<file path="src/rtl/ps2_text_pkg.sv">
// Shared constants for the PS/2 text line buffer: scan codes, char_rom
// addresses and the scan-code to character translation.
package ps2_text_pkg;

  localparam logic [7:0] SC_SPACE = 8'h29;
  localparam logic [7:0] SC_BKSP  = 8'h66;

  localparam logic [7:0] SC_A = 8'h1C;
  localparam logic [7:0] SC_B = 8'h32;
  localparam logic [7:0] SC_C = 8'h21;
  localparam logic [7:0] SC_D = 8'h23;
  localparam logic [7:0] SC_E = 8'h24;
  localparam logic [7:0] SC_F = 8'h2B;
  localparam logic [7:0] SC_G = 8'h34;
  localparam logic [7:0] SC_H = 8'h33;
  localparam logic [7:0] SC_I = 8'h43;
  localparam logic [7:0] SC_J = 8'h3B;
  localparam logic [7:0] SC_K = 8'h42;
  localparam logic [7:0] SC_L = 8'h4B;
  localparam logic [7:0] SC_M = 8'h3A;
  localparam logic [7:0] SC_N = 8'h31;
  localparam logic [7:0] SC_O = 8'h44;
  localparam logic [7:0] SC_P = 8'h4D;
  localparam logic [7:0] SC_Q = 8'h15;
  localparam logic [7:0] SC_R = 8'h2D;
  localparam logic [7:0] SC_S = 8'h1B;
  localparam logic [7:0] SC_T = 8'h2C;
  localparam logic [7:0] SC_U = 8'h3C;
  localparam logic [7:0] SC_V = 8'h2A;
  localparam logic [7:0] SC_W = 8'h1D;
  localparam logic [7:0] SC_X = 8'h22;
  localparam logic [7:0] SC_Y = 8'h35;
  localparam logic [7:0] SC_Z = 8'h1A;

  localparam logic [7:0] SC_0 = 8'h45;
  localparam logic [7:0] SC_1 = 8'h16;
  localparam logic [7:0] SC_2 = 8'h1E;
  localparam logic [7:0] SC_3 = 8'h26;
  localparam logic [7:0] SC_4 = 8'h25;
  localparam logic [7:0] SC_5 = 8'h2E;
  localparam logic [7:0] SC_6 = 8'h36;
  localparam logic [7:0] SC_7 = 8'h3D;
  localparam logic [7:0] SC_8 = 8'h3E;
  localparam logic [7:0] SC_9 = 8'h46;

  localparam logic [5:0] CHAR_SPACE  = 6'o40;
  localparam logic [5:0] CHAR_DIGIT0 = 6'o60;

  // Returns {valid, char_rom address}; valid=0 for keys with no glyph.
  function automatic logic [6:0] scan_to_char(input logic [7:0] code);
    logic [6:0] r;
    r = {1'b0, CHAR_SPACE};
    case (code)
      SC_A: r = {1'b1, 6'o01};
      SC_B: r = {1'b1, 6'o02};
      SC_C: r = {1'b1, 6'o03};
      SC_D: r = {1'b1, 6'o04};
      SC_E: r = {1'b1, 6'o05};
      SC_F: r = {1'b1, 6'o06};
      SC_G: r = {1'b1, 6'o07};
      SC_H: r = {1'b1, 6'o10};
      SC_I: r = {1'b1, 6'o11};
      SC_J: r = {1'b1, 6'o12};
      SC_K: r = {1'b1, 6'o13};
      SC_L: r = {1'b1, 6'o14};
      SC_M: r = {1'b1, 6'o15};
      SC_N: r = {1'b1, 6'o16};
      SC_O: r = {1'b1, 6'o17};
      SC_P: r = {1'b1, 6'o20};
      SC_Q: r = {1'b1, 6'o21};
      SC_R: r = {1'b1, 6'o22};
      SC_S: r = {1'b1, 6'o23};
      SC_T: r = {1'b1, 6'o24};
      SC_U: r = {1'b1, 6'o25};
      SC_V: r = {1'b1, 6'o26};
      SC_W: r = {1'b1, 6'o27};
      SC_X: r = {1'b1, 6'o30};
      SC_Y: r = {1'b1, 6'o31};
      SC_Z: r = {1'b1, 6'o32};
      SC_0: r = {1'b1, 6'o60};
      SC_1: r = {1'b1, 6'o61};
      SC_2: r = {1'b1, 6'o62};
      SC_3: r = {1'b1, 6'o63};
      SC_4: r = {1'b1, 6'o64};
      SC_5: r = {1'b1, 6'o65};
      SC_6: r = {1'b1, 6'o66};
      SC_7: r = {1'b1, 6'o67};
      SC_8: r = {1'b1, 6'o70};
      SC_9: r = {1'b1, 6'o71};
      default: r = {1'b0, CHAR_SPACE};
    endcase
    return r;
  endfunction

endpackage

</file>
<file path="src/rtl/ps2_text_line_buffer_bcd_counter.sv">
// Multi-digit BCD up-counter with ripple carry between digits.
// Every digit stays in 0..9; all-nines wraps to all-zeros in one step.
module bcd_counter #(
  parameter int DIGITS = 2
) (
  input  logic                  Clock_50,
  input  logic                  Reset,
  input  logic                  Inc,
  output logic [4*DIGITS-1:0]   Bcd
);

  logic [4*DIGITS-1:0] digits_q, digits_d;
  logic                carry;

  // Next count: walk digits from LS upward, propagating the carry.
  always_comb begin
    digits_d = digits_q;
    carry    = Inc;
    for (int d = 0; d < DIGITS; d++) begin
      if (carry) begin
        if (digits_q[4*d +: 4] == 4'd9) begin
          digits_d[4*d +: 4] = 4'd0;
        end else begin
          digits_d[4*d +: 4] = digits_q[4*d +: 4] + 4'd1;
          carry = 1'b0;
        end
      end
    end
  end

  // Count register with synchronous reset.
  always_ff @(posedge Clock_50) begin
    if (Reset) digits_q <= '0;
    else       digits_q <= digits_d;
  end

  assign Bcd = digits_q;

endmodule

</file>
<file path="src/rtl/ps2_text_line_buffer.sv">
// Editable text line driven by PS/2 make codes, plus a BCD run counter,
// rendered as char_rom addresses for the current 8x8 pixel cell.
// Build option: define TEXT_SCROLL_EN to scroll the line left when a
// printable key arrives with the buffer full (otherwise the key is dropped).
module ps2_text_line_buffer
  import ps2_text_pkg::*;
#(
  parameter int MSG_LEN    = 16,
  parameter int RUN_DIGITS = 2,
  parameter int RUN_LINE   = 280,
  parameter int TEXT_LINE  = 320,
  parameter int START_COL  = 360,
  localparam int CW        = $clog2(MSG_LEN + 1)
) (
  input  logic                    Clock_50,
  input  logic                    Reset,
  input  logic [7:0]              PS2_code,
  input  logic                    PS2_code_ready,
  input  logic                    PS2_make_code,
  input  logic [9:0]              Pixel_X_pos,
  input  logic [9:0]              Pixel_Y_pos,
  output logic [5:0]              Character_address,
  output logic [4*RUN_DIGITS-1:0] Run_bcd,
  output logic [CW-1:0]           Char_count,
  output logic                    Buffer_full
);

  localparam logic [6:0] RUN_ROW    = 7'(RUN_LINE / 8);
  localparam logic [6:0] TEXT_ROW   = 7'(TEXT_LINE / 8);
  localparam logic [6:0] START_CELL = 7'(START_COL / 8);

  logic          ready_q, ready_d;
  logic [5:0]    text_q [MSG_LEN];
  logic [5:0]    text_d [MSG_LEN];
  logic [CW-1:0] count_q, count_d;
  logic          key_evt;
  logic          run_inc;
  logic [6:0]    key_char;
  logic          full;

  assign key_evt  = PS2_code_ready & ~ready_q & PS2_make_code;
  assign key_char = scan_to_char(PS2_code);
  assign full     = (count_q == CW'(MSG_LEN));
  assign ready_d  = PS2_code_ready;

  // Apply one key event to the buffer/count; space also bumps the run counter.
  always_comb begin
    text_d  = text_q;
    count_d = count_q;
    run_inc = 1'b0;
    if (key_evt) begin
      if (PS2_code == SC_SPACE) begin
        run_inc = 1'b1;
        count_d = '0;
        for (int i = 0; i < MSG_LEN; i++) text_d[i] = CHAR_SPACE;
      end else if (PS2_code == SC_BKSP) begin
        if (count_q != '0) begin
          count_d = count_q - CW'(1);
          for (int i = 0; i < MSG_LEN; i++)
            if (CW'(i) == count_q - CW'(1)) text_d[i] = CHAR_SPACE;
        end
      end else if (key_char[6]) begin
        if (!full) begin
          count_d = count_q + CW'(1);
          for (int i = 0; i < MSG_LEN; i++)
            if (CW'(i) == count_q) text_d[i] = key_char[5:0];
        end else begin
`ifdef TEXT_SCROLL_EN
          for (int i = 0; i < MSG_LEN - 1; i++) text_d[i] = text_q[i+1];
          text_d[MSG_LEN-1] = key_char[5:0];
`else
          count_d = count_q;
`endif
        end
      end
    end
  end

  // State registers; reset takes priority over any key event.
  always_ff @(posedge Clock_50) begin
    if (Reset) begin
      ready_q <= 1'b0;
      count_q <= '0;
      for (int i = 0; i < MSG_LEN; i++) text_q[i] <= CHAR_SPACE;
    end else begin
      ready_q <= ready_d;
      count_q <= count_d;
      for (int i = 0; i < MSG_LEN; i++) text_q[i] <= text_d[i];
    end
  end

  bcd_counter #(.DIGITS(RUN_DIGITS)) u_run_cnt (
    .Clock_50 (Clock_50),
    .Reset    (Reset),
    .Inc      (run_inc),
    .Bcd      (Run_bcd)
  );

  logic [6:0]            cell_x, cell_y, k;
  logic [RUN_DIGITS-1:0] blank;
  logic                  lead;
  logic                  in_cols;
  logic                  unused_pix;

  assign cell_x     = Pixel_X_pos[9:3];
  assign cell_y     = Pixel_Y_pos[9:3];
  assign k          = cell_x - START_CELL;
  assign in_cols    = (cell_x >= START_CELL);
  assign unused_pix = ^{Pixel_X_pos[2:0], Pixel_Y_pos[2:0]};

  // Leading-zero blanking, MS digit downward; the LS digit is never blanked.
  always_comb begin
    blank = '0;
    lead  = 1'b1;
    for (int j = RUN_DIGITS - 1; j >= 1; j--) begin
      lead     = lead & (Run_bcd[4*j +: 4] == 4'd0);
      blank[j] = lead;
    end
  end

  // Cell lookup: "RUN nn" on the run row, buffer contents on the text row.
  always_comb begin
    Character_address = CHAR_SPACE;
    if (in_cols && cell_y == RUN_ROW) begin
      case (k)
        7'd0:    Character_address = 6'o22;
        7'd1:    Character_address = 6'o25;
        7'd2:    Character_address = 6'o16;
        default: Character_address = CHAR_SPACE;
      endcase
      for (int j = 0; j < RUN_DIGITS; j++)
        if (k == 7'(4 + RUN_DIGITS - 1 - j))
          Character_address = blank[j] ? CHAR_SPACE : {2'b11, Run_bcd[4*j +: 4]};
    end else if (in_cols && cell_y == TEXT_ROW) begin
      for (int i = 0; i < MSG_LEN; i++)
        if (k == 7'(i)) Character_address = text_q[i];
    end
  end

  assign Char_count  = count_q;
  assign Buffer_full = full;

endmodule

</file>
<file path="config.mk">
export PLATFORM = sky130hd
export DESIGN_NAME = ps2_text_line_buffer
export DESIGN_NICKNAME = d
export VERILOG_FILES = /design/src/rtl/ps2_text_pkg.sv /design/src/rtl/ps2_text_line_buffer_bcd_counter.sv /design/src/rtl/ps2_text_line_buffer.sv
export SDC_FILE = /design/constraint.sdc
export NUM_CORES = 1
export LEC_CHECK = 0
export CAP_MARGIN = 20
export CELL_PAD_IN_SITES_DETAIL_PLACEMENT = 0
export CELL_PAD_IN_SITES_GLOBAL_PLACEMENT = 1
export CORE_ASPECT_RATIO = 0.6
export CORE_MARGIN = 1.5
export CORE_UTILIZATION = 45
export CTS_CLUSTER_DIAMETER = 60
export DETAILED_ROUTE_END_ITERATION = 8
export GPL_TIMING_DRIVEN = 0
export PLACE_DENSITY = 0.83
export SLEW_MARGIN = 40
export SYNTH_ARGS = -nofsm -noshare
export SYNTH_HDL_FRONTEND = slang
export SYNTH_HIERARCHICAL = 1
export SYNTH_SLANG_ARGS = --single-unit
</file>
<file path="constraint.sdc">
create_clock -name Clock_50 -period 4.5 [get_ports Clock_50]
set_clock_uncertainty 0.05 [all_clocks]
set_input_delay 1.35 -clock Clock_50 [delete_from_list [all_inputs] [get_ports Clock_50]]
set_output_delay 1.35 -clock Clock_50 [all_outputs]
set_load 0.1 [all_outputs]
</file>
==> metrics.txt, run 1 <==
outcome finished, violations left; failing checks setup timing; Max H-tree Level 3; final critical path time including I/O delays and setup 4.621 ns; fill cell instance count of the final layout 1387; global route overflow 0; Critical path origin Pixel_X_pos[9]; TritonCTS clock tree built; Cells after Synth 845; count of hold-fix buffers inserted at cts 0; achievable clock frequency 216.4 MHz; number of setup violations in the final report 6; final instance area 0.008785 mm^2; number of DRC markers after the initial detailed-route iteration 847; antenna fix cells 0; first-pass iteration count of the detailed router 5; number of buffers on the longest clock path 2; chip height 100.5 um; half-perimeter wire length after placement between 20000 and 25000 um; routability-driven placement congestion ratio 0.9913; Setup CP Type primary input to primary output; flop and latch count out of synthesis 110; layout cells sized above 1 a little over a fifth; average wire length per cell after detail routing around 25 um; Post-Syn Area per Cell 8.434 um^2; count of buffering cells on the critical path with inverters included 2; Area after DPL about 0.0079 mm^2; number of buffers created by CTS 9; Crit path top cell by count or3_4; worst slack after detailed placement -1.292 ns; I/O pins between 50 and 60; Critical Path Slowest Stage Cell or3_4; full die area 0.01663 mm^2; Hold WC Path Type flop to flop; Critical Path Max Stage Delay 0.43 ns; clock transition at the registers of the reported paths 0.08 ns; cells traversed along the worst timing path buf_8 -> nand3b_4 -> or3_4 -> or3_4 -> a221oi_4 -> a21oi_2 -> o32ai_4 -> buf_12; commonest cells after routing, fill and taps aside 127 x nand2_1, 111 x mux2i_1, 110 x dfxtp_1; final routed DRC violation total 0; worst relative slew slack approximately 46%; Final Hold Viols 0; startpoint of the lowest-slack register-to-register path Char_count[0]$_SDFFE_PP0P_; end point of the critical path Character_address[1]; via count of the first global-routing pass 6910; PnR worst setup slack -0.1208 ns; first-pass GRT wire length around 42000 um; number of flops mapped to enable cells by yosys 0; later-pin clock latency in the skew report 0.36 ns; max-capacitance violation count 0; maximum number of pins on one net before global-route repair 20; most common cell after layout, fill and taps aside nand2_1; number of gates on the worst path with buffers counted 8; count of input and output buffers 41; number of cells traversed by the worst register-to-register path 9; most instantiated flip-flop cell in the synthesis netlist dfxtp_1; Pwr per Cell Area 242.6 mW/mm^2; Placeable Area roughly 0.015 mm^2; arrival time of the worst setup path 3.22 ns; final layout net count approximately 960; setup slack of the worst register-to-register path 1.20 ns; setup repair after global routing missed its margin true; final total power 2.131 mW; residual antenna-violating net count after detailed routing 0; total routing resource utilization after global routing 34.34%; number of vias after detailed routing 7303; count of synthesis-stage warnings from yosys 6; vias per cell about 6.5; Setup TNS -0.5325 ns; Die Span X between 150 and 200 um; initial core utilization 46.23%; count of clock tree sinks 110; element type at the critical path end primary output; kind of start point of the critical path primary input; static leakage around 3.6 nW; distinct cell type count after synthesis 85; Synth Net Count 891; maximum net fanout on the critical path 6; area of the mapped netlist 0.007127 mm^2; final worst-path cycle share 102.7%; number of antenna violations at the first check in global routing 0; sequential area share after synthesis 30.90%; Final Max Tran Viols 0; Total Wirelength between 20000 and 30000 um; Core Rows 35; Worst R2R End text_q[81]$_SDFFE_PP0P_; actual slew at the worst max-slew pin 0.8146 ns; cell family contributing the most delay on the critical path simple AND/OR/NAND/NOR gates; maximum ir drop on the vdd rail 198.3 uV; Post-synth ARST share 0%; required time at the endpoint of the critical path 3.10 ns; area growth from synthesis to layout 23.26%; clk root buf clkbuf_16
==> per-stage QoR <==
step	cells	hold slack, ns	util, %
floorplan	845	0.3841	-
global placement	1089	0.3936	51.66
detailed placement	1089	0.4043	51.16
CTS	1115	0.4156	55.54
global route	1118	0.4249	56.99
finish	1118	0.4147	56.99
==> area by class of cell <==
class | count | area (um^2) | area share, %
clock inverter | 6 | 75.07 | 0.8546
buffer | 57 | 386.6 | 4.401
timing repair buffer | 57 | 520.5 | 5.925
clock buffer | 10 | 229.0 | 2.606
inverter | 21 | 83.83 | 0.9543
multi-input combinational | 654 | 5034 | 57.30
sequential | 110 | 2202 | 25.07
tap | 203 | 254.0 | 2.891
==> worst reg2reg max path: stages, from the launching register on <==
cell and delay, ns:
dfxtp_1 0.62, inv_1 0.23, ha_1 0.27, clkbuf_1 0.21
or2_1 0.26, a21oi_1 0.22, o21ai_0 0.14, a21oi_1 0.51
o211ai_2 0.44, mux2i_1 0.21
==> how the worst min path moves through the flow <==
| stage | cells after the start | slack [ns] | start | to |
|---|---|---|---|---|
| floorplan | 2 | 0.38 | text_q[12]$_SDFFE_PP0P_ | text_q[12]$_SDFFE_PP0P_ |
| global placement | 2 | 0.39 | text_q[81]$_SDFFE_PP0P_ | text_q[81]$_SDFFE_PP0P_ |
| detailed placement | 2 | 0.40 | text_q[38]$_SDFFE_PP0P_ | text_q[38]$_SDFFE_PP0P_ |
| CTS | 2 | 0.42 | text_q[81]$_SDFFE_PP0P_ | text_q[81]$_SDFFE_PP0P_ |
| global route | 2 | 0.42 | text_q[38]$_SDFFE_PP0P_ | text_q[38]$_SDFFE_PP0P_ |
| finish | 2 | 0.41 | text_q[1]$_SDFFE_PP0P_ | text_q[1]$_SDFFE_PP0P_ |
==> cell families after synthesis <==
family | synth area share [%]
compound gates | 23.12
fa+ha+maj | 2.458
simple gates | 20.00
flops | 30.90
buf+inv | 4.863
mux | 18.17
xor+xnor | 0.4917
==> sequential cells by signal, summed over array words and instances (netlist names) <==
register       cells
u_run_cnt/Bcd      8
text_q            96
Char_count         5
ready_q            1
==> what timing repair did <==
action | 4_1_cts | 5_1_grt
setup endpoints to repair | 6 | 85
pin swaps | 17 | 10
buffers inserted | 12 | 4
gates resized for setup | 103 | 44
==> per-layer routing <==
| metal | global-route usage, % | up-vias | share of wire [%] |
|---|---|---|---|
| li1 | - | 3249 | - |
| met1 | 54.19 | 3604 | 49 |
| met2 | 45.06 | 413 | 38 |
| met3 | 10.04 | 37 | 11 |
| met4 | 6.113 | 0 | 1.2 |
| met5 | 0 | - | 0 |
==> synth_stat cells, drive strengths merged (5+ instances only) <==
master   count  area (um^2)
a2111oi      5        63.82
a211oi       6        50.05
a21boi       9        67.57
a21oi       49        245.2
a221oi       6        58.80
a22oi        5        37.54
a2bb2oi      6        52.55
a31oi        8        50.05
a32oi        5        43.79
buf         31        158.9
clkbuf      29        108.9
dfxtp      110         2202
ha          14        175.2
inv         20        75.07
mux2         8        90.09
mux2i      111         1111
nand2      132        500.5
nand2b      14        87.58
nand3       13        65.06
nand3b       6        48.80
nor2        58        217.7
nor2b       15        93.84
nor3        13        65.06
nor4         5        31.28
o211ai      27        272.8
o21ai       31        166.4
o22ai       12        75.07
o2bb2ai      6        52.55
o31ai        9        67.56
o32ai       10        95.10
==> report_power, final <==
| group | internal [mW] | total (mW) | switching, mW | leakage, nW |
|---|---|---|---|---|
| clock | 0.444 | 0.850 | 0.406 | 0.146 |
| sequential | 0.973 | 0.975 | 0.00125 | 0.886 |
| combinational | 0.104 | 0.307 | 0.203 | 2.54 |
Note: power is estimated with default switching activity, not from simulation.
==> run 2, diff against run 1 <==
Settings changed: CAP_MARGIN 20 to 15.
==> results of run 2 <==
Final layout, timing and power as in run 1 (identical DEF).
